File: config.mk
export PLATFORM = sky130hd
export DESIGN_NAME = glitch_mon_ctrl
export DESIGN_NICKNAME = d
export VERILOG_FILES = /design/src/rtl/glitch_mon_ctrl.sv
export SDC_FILE = /design/constraint.sdc
export NUM_CORES = 1
export LEC_CHECK = 0
export BUFFER_PORTS_ARGS = -buffer_cell sky130_fd_sc_hd__clkbuf_2
export CAP_MARGIN = 20
export CORE_MARGIN = 2
export CORE_UTILIZATION = 30
export DETAILED_ROUTE_END_ITERATION = 10
export GPL_TIMING_DRIVEN = 0
export PLACE_DENSITY = 0.59
export SLEW_MARGIN = 20
export SYNTH_ARGS = -nofsm -noshare
export SYNTH_HDL_FRONTEND = slang
export SYNTH_SLANG_ARGS = --single-unit
File: constraint.sdc
create_clock -name clk -period 6.9 [get_ports clk]
set_input_delay 1.035 -clock clk [delete_from_list [all_inputs] [get_ports clk]]
set_output_delay 1.035 -clock clk [all_outputs]
set_load 0.01 [all_outputs]
File: src/rtl/glitch_mon_ctrl.sv
// glitch_mon_ctrl
// Arms a bank of NCH glitch detectors and collects their sticky error flags.
// The controller holds the detectors disabled while they settle, enables the
// selected channels, then captures per-channel errors, the first failing
// channel and a saturating event count.
//
// Ports:
//   clk          sole clock
//   rst          asynchronous, active-low reset
//   start        pulse: arm using ch_en_mask (only accepted in IDLE)
//   stop         pulse: return to IDLE from any state
//   clr          pulse: clear captured status (HALT also re-enters SETTLE)
//   ch_en_mask   channel enables, latched when start is accepted
//   err_in       detector error flags, asynchronous to clk, sticky-high
//   det_dis      per-channel detector disable, 1 = disabled
//   state        0 IDLE, 1 SETTLE, 2 ARMED, 3 HALT
//   err_sticky   per-channel captured error
//   first_valid  first_ch holds a captured channel
//   first_ch     lowest-index channel of the first error cycle
//   err_cnt      saturating count of captured channel errors
//   irq          registered OR of err_sticky
module glitch_mon_ctrl #(
    parameter int NCH         = 8,
    parameter int SETTLE_CYC  = 16,
    parameter int CNT_W       = 8,
    parameter int HALT_ON_ERR = 1
) (
    input  logic                                 clk,
    input  logic                                 rst,
    input  logic                                 start,
    input  logic                                 stop,
    input  logic                                 clr,
    input  logic [NCH-1:0]                       ch_en_mask,
    input  logic [NCH-1:0]                       err_in,
    output logic [NCH-1:0]                       det_dis,
    output logic [1:0]                           state,
    output logic [NCH-1:0]                       err_sticky,
    output logic                                 first_valid,
    output logic [((NCH > 1) ? $clog2(NCH) : 1)-1:0] first_ch,
    output logic [CNT_W-1:0]                     err_cnt,
    output logic                                 irq
);

    localparam int FW = (NCH > 1) ? $clog2(NCH) : 1;
    localparam int SW = (SETTLE_CYC > 1) ? $clog2(SETTLE_CYC) : 1;
    localparam logic [SW-1:0] SETTLE_LOAD = SW'(SETTLE_CYC - 1);

    typedef enum logic [1:0] {
        IDLE   = 2'd0,
        SETTLE = 2'd1,
        ARMED  = 2'd2,
        HALT   = 2'd3
    } state_t;

    state_t          st;
    logic [NCH-1:0]  sync_p0;     // first synchronizer flop
    logic [NCH-1:0]  sync_p1;     // synchronized flags (s)
    logic [NCH-1:0]  prev_p1;     // previous synchronized flags (e)
    logic [NCH-1:0]  mask_q;
    logic [SW-1:0]   settle_cnt;
    logic [NCH-1:0]  new_err;

    // Popcount of a channel vector; NCH <= 32 fits in 6 bits.
    function automatic logic [5:0] popcount(input logic [NCH-1:0] v);
        logic [5:0] p;
        p = '0;
        for (int i = 0; i < NCH; i++) begin
            p = p + {5'd0, v[i]};
        end
        return p;
    endfunction

    // Lowest set index; scanning downward leaves the lowest one last.
    function automatic logic [FW-1:0] lowest_idx(input logic [NCH-1:0] v);
        logic [FW-1:0] idx;
        idx = '0;
        for (int i = NCH - 1; i >= 0; i--) begin
            if (v[i]) begin
                idx = FW'(i);
            end
        end
        return idx;
    endfunction

    // Add with saturation at the all-ones counter value.
    function automatic logic [CNT_W-1:0] sat_add(input logic [CNT_W-1:0] a,
                                                input logic [5:0]       b);
        logic [CNT_W+6:0] sum;
        sum = {7'd0, a} + {{(CNT_W + 1){1'b0}}, b};
        if (sum > {7'd0, {CNT_W{1'b1}}}) begin
            return {CNT_W{1'b1}};
        end
        return sum[CNT_W-1:0];
    endfunction

    // Only rising edges of enabled channels count, and only while ARMED.
    assign new_err = (st == ARMED) ? (sync_p1 & ~prev_p1 & mask_q) : '0;
    assign state   = st;

    always_ff @(posedge clk or negedge rst) begin
        if (!rst) begin
            st          <= IDLE;
            sync_p0     <= '0;
            sync_p1     <= '0;
            prev_p1     <= '0;
            mask_q      <= '0;
            settle_cnt  <= '0;
            det_dis     <= '1;
            err_sticky  <= '0;
            first_valid <= 1'b0;
            first_ch    <= '0;
            err_cnt     <= '0;
            irq         <= 1'b0;
        end else begin
            // stage p0 -> p1: two-flop synchronizer
            sync_p0 <= err_in;
            sync_p1 <= sync_p0;

            // Status clear; a same-cycle new error below overrides it.
            if (clr) begin
                err_sticky  <= '0;
                first_valid <= 1'b0;
                first_ch    <= '0;
                err_cnt     <= '0;
                irq         <= 1'b0;
            end else begin
                irq <= |err_sticky;
            end

            case (st)
                IDLE: begin
                    if (start && !stop) begin
                        mask_q     <= ch_en_mask;
                        settle_cnt <= SETTLE_LOAD;
                        st         <= SETTLE;
                    end
                end
                SETTLE: begin
                    if (settle_cnt == '0) begin
                        // Flags already high at arming are treated as old news.
                        prev_p1 <= sync_p1;
                        det_dis <= ~mask_q;
                        st      <= ARMED;
                    end else begin
                        settle_cnt <= settle_cnt - 1'b1;
                    end
                end
                ARMED: begin
                    prev_p1 <= sync_p1;
                    if (new_err != '0) begin
                        err_sticky <= (clr ? '0 : err_sticky) | new_err;
                        err_cnt    <= sat_add(clr ? '0 : err_cnt, popcount(new_err));
                        if (clr || !first_valid) begin
                            first_valid <= 1'b1;
                            first_ch    <= lowest_idx(new_err);
                        end
                        if (HALT_ON_ERR != 0) begin
                            det_dis <= '1;
                            st      <= HALT;
                        end
                    end
                end
                HALT: begin
                    if (clr) begin
                        settle_cnt <= SETTLE_LOAD;
                        st         <= SETTLE;
                    end
                end
                default: st <= IDLE;
            endcase

            // stop overrides any state transition taken above.
            if (stop) begin
                det_dis <= '1;
                st      <= IDLE;
            end
        end
    end

endmodule

# After elaboration in Yosys (flattened, before gate mapping)
# Index checks and enable logic that the tools add are counted.
dict set report word_totals {
  ff_bits 67
  input_bits 21
  out_inout_bits 31
  word_cells 99
}
dict set report op_classes {
  addsub 9
  n_lt_le_gt_ge 1
  eq_ne 11
  n_mux 45
  bitwise 5
  n_reduce_logical 16
}
# op n
set op_table {}
lappend op_table {{8-bit two-way mux} 13}
lappend op_table {{3-bit two-way mux} 12}
lappend op_table {{8-bit case mux with 2 select lines} 2}
lappend op_table {{8-bit AND} 2}
lappend op_table {{8-bit NOT} 2}
lappend op_table {{6-bit by 1-bit adder with 6-bit output} 2}
lappend op_table {{4-bit two-way mux} 3}
lappend op_table {{4-bit case mux with 3 select lines} 1}
lappend op_table {{2-bit two-way mux} 5}
lappend op_table {{8-bit by 6-bit adder with 9-bit output} 1}
lappend op_table {{9-bit by 8-bit greater-than comparator with 1-bit output (second input constant)} 1}
lappend op_table {{3-bit inequality test (second input constant)} 3}
lappend op_table {{1-bit two-way mux} 8}
lappend op_table {{2-bit inequality test (second input constant)} 4}
lappend op_table {{8-bit bitwise OR} 1}
lappend op_table {{2-bit case mux with 4 select lines} 1}
lappend op_table {{4-bit AND reduction} 2}
lappend op_table {{8-bit nonzero test} 1}
lappend op_table {{8-bit OR reduction} 1}
lappend op_table {{5-bit by 1-bit adder with 6-bit output} 1}
lappend op_table {{3-bit nonzero test} 2}
lappend op_table {{4-bit by 1-bit adder with 5-bit output} 1}
lappend op_table {{3-bit by 1-bit adder with 4-bit output} 1}
lappend op_table {{2-bit == test (second input constant)} 2}
lappend op_table {{13 further kinds} 15}

# Logic depth before layout (Yosys ltp)
# Gate-level depths: netlist of the first run.
dict set report logic_depth {
  ltp_word 19
  depth_mapped 15
  mapped_depth_nobuf 14
}

# Worst setup path before layout of the first run
# Ideal clock, no wire load.
dict set report synth_timing {
  path_type {flip-flop to flip-flop}
  startpoint {register st[0] (netlist: state[0])}
  endpoint {register err_cnt[0]}
  setup_ns 0.087
  arrival_time_ns 4.389
  required_ns 6.813
  path_slack_ns 2.424
  path_stages_with_launch 15
  path_buffers 1
  synth_period_minus_slack_ns 4.476
  cell_sequence {dfrtp_1 inv_1 ha_1 clkbuf_1 nand4b_1 fa_1 fa_1 fa_1 fa_1 fa_1 nor2b_1 o21ai_1 a211oi_1 nor2_1 a22oi_1}
}
dict set report synth_via {
  elab_chain_cells 17
  elab_cells_between_ends 18
  cone_classes {add/sub: 8; order compare: 1; eq/ne: 1; mux: 7; reduce/logical: 1}
}
# element line_no
set synth_rtl {}
lappend synth_rtl {{from (decl)} 55} ;# state_t st;
lappend synth_rtl {{from (signal assigned)} 102} ;# st <= IDLE;
lappend synth_rtl {{from (signal assigned)} 135} ;# st <= SETTLE;
lappend synth_rtl {{from (signal assigned)} 143} ;# st <= ARMED;
lappend synth_rtl {{2-bit == test (*)} {97, 130}}
lappend synth_rtl {{8-bit two-way mux} 97} ;# assign new_err = (st == ARMED) ? (sync_p1 & ~prev_p1 & mask_q) : '0;
lappend synth_rtl {{1-bit by 1-bit adder with 2-bit output} 68} ;# p = p + {5'd0, v[i]};
lappend synth_rtl {{2-bit by 1-bit adder with 3-bit output} 68}
lappend synth_rtl {{3-bit by 1-bit adder with 4-bit output} 68}
lappend synth_rtl {{4-bit by 1-bit adder with 5-bit output} 68}
lappend synth_rtl {{5-bit by 1-bit adder with 6-bit output} 68}
lappend synth_rtl {{6-bit by 1-bit adder with 6-bit output (2 in a row)} 68}
lappend synth_rtl {{8-bit by 6-bit adder with 9-bit output} 89} ;# sum = {7'd0, a} + {{(CNT_W + 1){1'b0}}, b};
lappend synth_rtl {{9-bit by 8-bit greater-than comparator with 1-bit output} 90} ;# if (sum > {7'd0, {CNT_W{1'b1}}}) begin
lappend synth_rtl {{1-bit two-way mux} 90}
lappend synth_rtl {{1-bit two-way mux} 150} ;# if (new_err != '0) begin
lappend synth_rtl {{1-bit two-way mux} 130} ;# case (st)
lappend synth_rtl {{8-bit two-way mux} 93} ;# return sum[CNT_W-1:0];
lappend synth_rtl {{8-bit two-way mux} 150}
lappend synth_rtl {{8-bit two-way mux (*)} 130}
lappend synth_rtl {{to (signal assigned)} 152} ;# err_cnt <= sat_add(clr ? '0 : err_cnt, popcount(new_err));
lappend synth_rtl {{to (decl)} 40} ;# output logic [CNT_W-1:0] err_cnt,
# Every way passes the cells marked *; elsewhere a longest branch is shown, timed or not. The select of a mux whose other input is x is not followed.
# A chain may end at the register's enable or synchronous reset.

# Final worst setup path of the first run
dict set report layout_timing {
  startpoint {register st[0] (netlist: state[0])}
  endpoint {register err_cnt[1]}
}
# The elaborated chain is that of the path after synthesis.

==> impl_metrics.env, run 1 <==
export IMPL_avgSynthCellArea_um2=12.2
export IMPL_place_gp_congestion=0.747
export IMPL_fin_util_pct=37.2
export IMPL_period_share_pct=74.1
export IMPL_layout_commonest_cell="dfrtp_1"
export IMPL_slew_headroom_pct=36.0
export IMPL_antenna_found_initial=0
export IMPL_min_path_cells=0
export IMPL_dieArea_um2=10800
export IMPL_worst_setup_path_start_kind="flip-flop"
export IMPL_holdPathEnd="sync_p1[4]"
export IMPL_synth_cells=247
export IMPL_cts_root_buf="clkbuf_8"
export IMPL_cts_sinks=67
export IMPL_startpoint="state[0]"
export IMPL_hold_viol=0
export IMPL_max_stage_delay_ps=570
export IMPL_peakVddDrop_mv=0.0821
export IMPL_drtPass1Iterations=4
export IMPL_cts_buffer_depth=2
export IMPL_cp_max_fo=10
export IMPL_synth_seq_cells=67
export IMPL_clk_pin_slew_ps=70
export IMPL_cp_cell_sequence="inv_1, ha_1, clkbuf_1, nand4b_1, fa_1, fa_1, fa_1, fa_1, fa_1, nor2b_1, o21ai_1, a211oi_1, nor2_1, a21oi_1"
export IMPL_yosys_cell_types_count=54
export IMPL_cp_end_kind="flip-flop"
export IMPL_p_leak_nw=1.70
export IMPL_worst_slew_pin_slew_ps=953
export IMPL_clock_latency_ps=340
export IMPL_ys_seq_area_share_pct=56.0
export IMPL_drt_total_wl_um=6560
export IMPL_pin_count=52
export IMPL_die_h_um=104
export IMPL_yosys_warnings=0
export IMPL_grt_pass1_vias=2190
export IMPL_row_count=36
export IMPL_fp_coreArea_um2=9770
export IMPL_drc=0
export IMPL_required_ps=7170
export IMPL_final_cell_mix="dfrtp_1 (59), clkbuf_2 (50), inv_1 (18)"
export IMPL_syn_nets=285
export IMPL_postRouteAntennaNets=0
export IMPL_ys_flop_type="dfrtp_1"
export IMPL_worst_r2r_cell_count=14
export IMPL_min_from="sync_p0[4]"
export IMPL_final_nets=348
export IMPL_diodes=0
export IMPL_finalSetupTns_ps=0
export IMPL_hold_buffers=0
export IMPL_syn_area_um2=3010
export IMPL_cts_resized=0
export IMPL_multi_input_comb_area_um2=1220
export IMPL_wire_per_inst_um=14.6
export IMPL_drv_slew=0
export IMPL_drive_gt1_share_pct=29.2
export IMPL_die_w_um=104
export IMPL_vias=2102
export IMPL_skew_ps=9.47
export IMPL_fillers=962
export IMPL_port_buffers=51
export IMPL_critPathArrivalTime_ps=5380
export IMPL_track_usage_pct=13.0
export IMPL_ff_latch_area_um2=1690
export IMPL_rsz0062_at_grt="false"
export IMPL_crit_path_top_delay_cell="fa_1"
export IMPL_crit_top_cell="fa_1"
export IMPL_postSynth_asyncResetShare_pct=100
export IMPL_cts_tree="yes"
export IMPL_post_route_min_period_ps=5110
export IMPL_hp_class="reg2reg"
export IMPL_synth_edf_count=0
export IMPL_cts_setup_buffers=0
export IMPL_fmax_ghz=0.196
export IMPL_place_hpwl_um=4820
export IMPL_cts_made_buffers=9
export IMPL_area_delta_synth_final_pct=21.0
export IMPL_critical_path_class="reg2reg"
export IMPL_finalSetupViolations=0
export IMPL_reg2reg_to="err_cnt[1]"
export IMPL_grt_max_degree=39
export IMPL_grt_pass1_wl_um=11000
export IMPL_powerDensity_nw_per_um2=327
export IMPL_drtIter0Drc=112
export IMPL_maxCapViolCount=0
export IMPL_grt_ovfl_total=0
export IMPL_r2r_start="state[0]"
export IMPL_viasPerCell=4.69
export IMPL_critPathTopFamily="adder cells"
export IMPL_htree_levels=3
export IMPL_start_util_pct=30.8
export IMPL_r2r_setup_slack_ps=1790
export IMPL_status="completed"
export IMPL_crit_buf_inv=2
-- routing by layer --
layer  global-route usage, %  part of all wire (%)  up-vias
li1                        -                     -     1018
met5                       0                     0        -
met1                    17.0                    48     1023
met2                    19.8                    45       47
met3                    4.01                   4.5       14
met4                    5.41                   2.2        0
-- worst max path at each step --
stage / endpoint / slack, ps / cells after the start
after global placement: err_cnt[1] / 1770 / 14
after floorplan: err_cnt[0] / 2420 / 14
after detailed placement: err_cnt[1] / 1790 / 14
after CTS: err_cnt[1] / 1760 / 14
after global routing: err_cnt[1] / 1410 / 14
final: err_cnt[1] / 1790 / 14
-- sequential cells by signal, indices dropped and copies added, names as in the netlist --
register	count
settle_cnt	4
first_valid	1
state	2
err_sticky	8
det_dis	8
first_ch	3
prev_p1	8
mask_q	8
irq	1
sync_p0	8
err_cnt	8
sync_p1	8
-- stage by stage --
step | hold slack, ps | instance area (um2) | setup slack, ps | total power [mW] | instances
final | 348 | 3640 | 1790 | 1.19 | 448
after global routing | 353 | 3640 | 1410 | 1.27 | 448
after CTS | 350 | 3640 | 1760 | 1.21 | 448
after detailed placement | 335 | 3450 | 1790 | 0.888 | 432
after global placement | 334 | 3430 | 1770 | 0.873 | 431
after floorplan | 331 | 3010 | 2420 | 0.772 | 247
-- final cells by class --
type                       instances  share of cell area, %
sequential                        67                   46.3
multi-input combinational        154                   33.4
timing repair buffer              52                   7.63
tap                              133                   4.57
clock buffer                      11                   3.61
inverter                          20                   2.06
clock inverter                     5                   1.51
buffer                             6                  0.825
-- Yosys cell counts (all sizes together) (2+ instances only) --
library cell / n / area (um2)
a211oi: 2 / 15.0
a21boi: 3 / 26.3
a21o: 5 / 37.5
a21oi: 10 / 50.1
a2bb2oi: 8 / 70.1
a31oi: 3 / 18.8
and3: 2 / 12.5
clkbuf: 5 / 18.8
dfrtp: 59 / 1480
dfstp: 8 / 210
fa: 5 / 100
ha: 12 / 150
inv: 19 / 71.3
mux2: 16 / 180
mux2i: 3 / 33.8
nand2: 12 / 45.0
nand3: 4 / 20.0
nand3b: 2 / 15.0
nand4b: 7 / 61.3
nor2: 10 / 37.5
nor2b: 8 / 50.1
nor3: 3 / 15.0
nor4: 2 / 12.5
o21ai: 12 / 60.1
o2bb2ai: 3 / 26.3
or4: 2 / 15.0
-- where the power goes --
| group | internal, mW | switching (mW) |
|---|---|---|
| Combinational | 0.157 | 0.179 |
| Sequential | 0.484 | 0.0573 |
| Clock | 0.166 | 0.148 |
| Total | 0.807 | 0.384 |
-- logic make-up (layout without fill, tap and decap cells) --
family,Yosys count,in the layout,synth area share [%]
flip-flops,67,67,56.0
XOR/XNOR,1,1,0.291
AND/OR/NAND/NOR,59,59,11.1
adder cells (fa/ha/maj),17,17,8.32
buffers and inverters,26,94,3.49
multiplexers,19,19,7.11
AO/OA/AOI/OAI,58,58,13.6
(Power assumes the default switching activity.)
==> run 2, diff against run 1 <==
Settings changed: ABC_AREA set to 1, PLACE_DENSITY 0.59 to 0.6.
Clock period 6.9 ns to 4.5 ns, I/O delays scaled along.
==> impl_metrics.env, run 2 <==
export IMPL_period_share_pct=94.6
export IMPL_fp_coreArea_um2=10900
export IMPL_syn_nets=403
export IMPL_maxCapViolCount=0
export IMPL_drt_total_wl_um=7630
export IMPL_cts_root_buf="clkbuf_16"
export IMPL_avgSynthCellArea_um2=9.28
export IMPL_syn_area_um2=3390
export IMPL_p_leak_nw=2.28
export IMPL_wire_per_inst_um=13.2
export IMPL_fmax_ghz=0.235
export IMPL_postRouteAntennaNets=0
export IMPL_rsz0062_at_grt="false"
export IMPL_synth_compound_area_share_pct=5.58
export IMPL_cts_made_buffers=9
export IMPL_grt_ovfl_total=0
export IMPL_yosys_top_cells_count="nand2_1 (92), dfrtp_1 (59), inv_1 (47)"
export IMPL_synth_area_leaders="dfrtp_1 (44%), nand2_1 (10%), dfstp_2 (6.2%)"
export IMPL_worst_setup_path_start_kind="flip-flop"
export IMPL_place_inst=556
export IMPL_synth_cells=365
export IMPL_slew_headroom_pct=65.3
export IMPL_yosys_warnings=0
export IMPL_finalSetupViolations=0
export IMPL_synth_edf_count=0
export IMPL_die_h_um=110
export IMPL_synth_seq_cells=67
export IMPL_drtPass1Iterations=4
export IMPL_final_cell_mix="nand2_1 (91), dfrtp_1 (58), clkbuf_2 (49)"
export IMPL_yosysMostFrequentCell="nand2_1"
export IMPL_clock_latency_ps=330
export IMPL_cp_end_kind="flip-flop"
export IMPL_port_buffers=50
export IMPL_grt_pass1_wl_um=12800
export IMPL_postSynth_asyncResetShare_pct=100
export IMPL_swShare_pct=36.4
export IMPL_final_cells=577
export IMPL_critPathArrivalTime_ps=4530
export IMPL_skew_ps=4.57
export IMPL_finalSetupTns_ps=0
export IMPL_drv_slew=0
export IMPL_cts_buffer_depth=2
export IMPL_cp_max_fo=5
export IMPL_p_switching_mw=0.865
export IMPL_hold_viol=0
export IMPL_die_w_um=110
export IMPL_hold_buffers=0
export IMPL_synth_fa_ha_area_share_pct=7.39
export IMPL_fillers=1111
export IMPL_track_usage_pct=14.0
export IMPL_start_util_pct=31.0
export IMPL_ys_seq_area_share_pct=49.8
export IMPL_peakVddDrop_mv=0.220
export IMPL_post_route_min_period_ps=4260
export IMPL_worst_slew_pin_slew_ps=515
export IMPL_row_count=38
export IMPL_hp_class="in2async"
export IMPL_synth_top_cell_by_area="dfrtp_1"
export IMPL_final_nets=470
export IMPL_area_delta_synth_final_pct=24.0
export IMPL_cts_sinks=67
export IMPL_powerDensity_nw_per_um2=566
export IMPL_intPower_mw=1.51
export IMPL_ff_latch_area_um2=1690
export IMPL_pwr_share_clk_pct=29.8
export IMPL_place_gp_congestion=0.807
export IMPL_yosysTopAreaCellShare_pct=43.6
export IMPL_htree_levels=3
export IMPL_antenna_found_initial=0
export IMPL_hold_ws_ps=300
export IMPL_drc=0
export IMPL_grt_pass1_vias=2607
export IMPL_cts_tree="yes"
export IMPL_diodes=0
export IMPL_synthSimpleGateAreaFrac_pct=27.4
export IMPL_dieArea_um2=12200
export IMPL_synth_xor_area_share_pct=0.517
export IMPL_place_hpwl_um=5660
export IMPL_drive_gt1_share_pct=29.7
export IMPL_pwr_share_comb_pct=32.6
export IMPL_yosys_cell_types_count=35
export IMPL_status="completed"
export IMPL_grt_max_degree=39
export IMPL_synthMuxAreaShare_pct=1.99
export IMPL_pwr_share_seq_pct=37.6
export IMPL_layout_commonest_cell="nand2_1"
export IMPL_pin_count=52
export IMPL_required_ps=4770
export IMPL_clk_pin_slew_ps=60
export IMPL_synth_top_family_by_area="simple AND/OR/NAND/NOR gates"
export IMPL_viasPerCell=4.50
export IMPL_critical_path_class="reg2reg"
export IMPL_drtIter0Drc=106
export IMPL_multi_input_comb_area_um2=1480
export IMPL_vias=2595
export IMPL_ys_flop_type="dfrtp_1"
==> run 2: changes by cell type in the layout (fill, tap and decap cells not counted), moves of 9 or more <==
cell,previous run,this run
clkbuf_16,0,9
clkbuf_8,9,0
inv_1,18,46
nand2_1,12,91
nand3_1,4,19
nand4_1,1,14
nor2_1,10,24
==> run 2: routing by layer <==
metal  up-vias  part of all wire (%)  GRT usage [%]
met5         -                     0              0
met4         0                   2.7           6.61
met2        66                    46           21.9
met1      1208                    45           17.8
li1       1309                     -              -
met3        12                   6.0           4.17
==> run 2: cell families (layout without fill, tap and decap cells) <==
group / after synthesis / count (layout)
adder cells (fa/ha/maj): 17 / 17
AND/OR/NAND/NOR: 181 / 181
multiplexers: 6 / 6
flip-flops: 67 / 67
buffers and inverters: 59 / 131
XOR/XNOR: 2 / 2
AO/OA/AOI/OAI: 33 / 33
==> run 2: area by class of cell <==
cell class	instances	share of cell area (%)
Tap cell	140	4.17
Inverter	53	4.83
Buffer	6	1.16
Timing Repair Buffer	56	7.39
Clock inverter	7	1.79
Multi-Input combinational cell	239	35.1
Clock buffer	9	5.36
Sequential cell	67	40.2
==> run 2: timing repair <==
| item | CTS | global route |
|---|---|---|
| gates resized for setup | 2 | 5 |
| pin swaps | 1 | 3 |
| buffers inserted | 1 | 4 |
| endpoints found under the setup margin | 8 | 8 |
==> run 2: path summary, 6_finish.rpt <==
kind | startpoint | to | slack [ps] | cells after the start
worst max-delay path | state[0] | err_cnt[4] | 240 | 18
worst min-delay path | rst | prev_p1[6] | 300 | 1
worst max register to register | state[0] | err_cnt[4] | 240 | 18
worst min register to register | sync_p0[4] | sync_p1[4] | 350 | 0
max in group asynchronous | rst | det_dis[7] | 3600 | 2
min in group clk | sync_p0[4] | sync_p1[4] | 350 | 0
==> run 2: critical path, cell delays in order, from the launching register on <==
cell and delay (ps):
dfrtp_2 440, inv_1 100, ha_1 170, buf_6 120
clkinvlp_4 110, nor2_4 150, inv_1 100, fa_1 510
fa_1 540, fa_1 440, fa_2 370, fa_1 410
inv_1 90, nand3_1 80, nand2_2 130, nand4_4 120
clkinv_1 100, nand3_2 100, nand3_1 100
==> run 2: power groups by stage <==
stage	Combinational [mW]	Clock (mW)	Sequential [mW]
after floorplan	0.515	0	0.903
after detailed placement	0.757	0	0.907
after CTS	0.767	0.724	0.897
after global routing	0.891	0.746	0.913
after global placement	0.731	0	0.904
final	0.775	0.707	0.893
==> run 2: through the flow <==
step / util, % / area, um2 / total power, mW / setup WS, ps
after floorplan: - / 3390 / 1.42 / 407
after global placement: 34.9 / 3810 / 1.64 / 2.85
after detailed placement: 35.1 / 3840 / 1.66 / -44.8
after CTS: 38.0 / 4150 / 2.39 / 9.03
after global routing: 38.4 / 4200 / 2.55 / 5.19
final: 38.4 / 4200 / 2.38 / 243
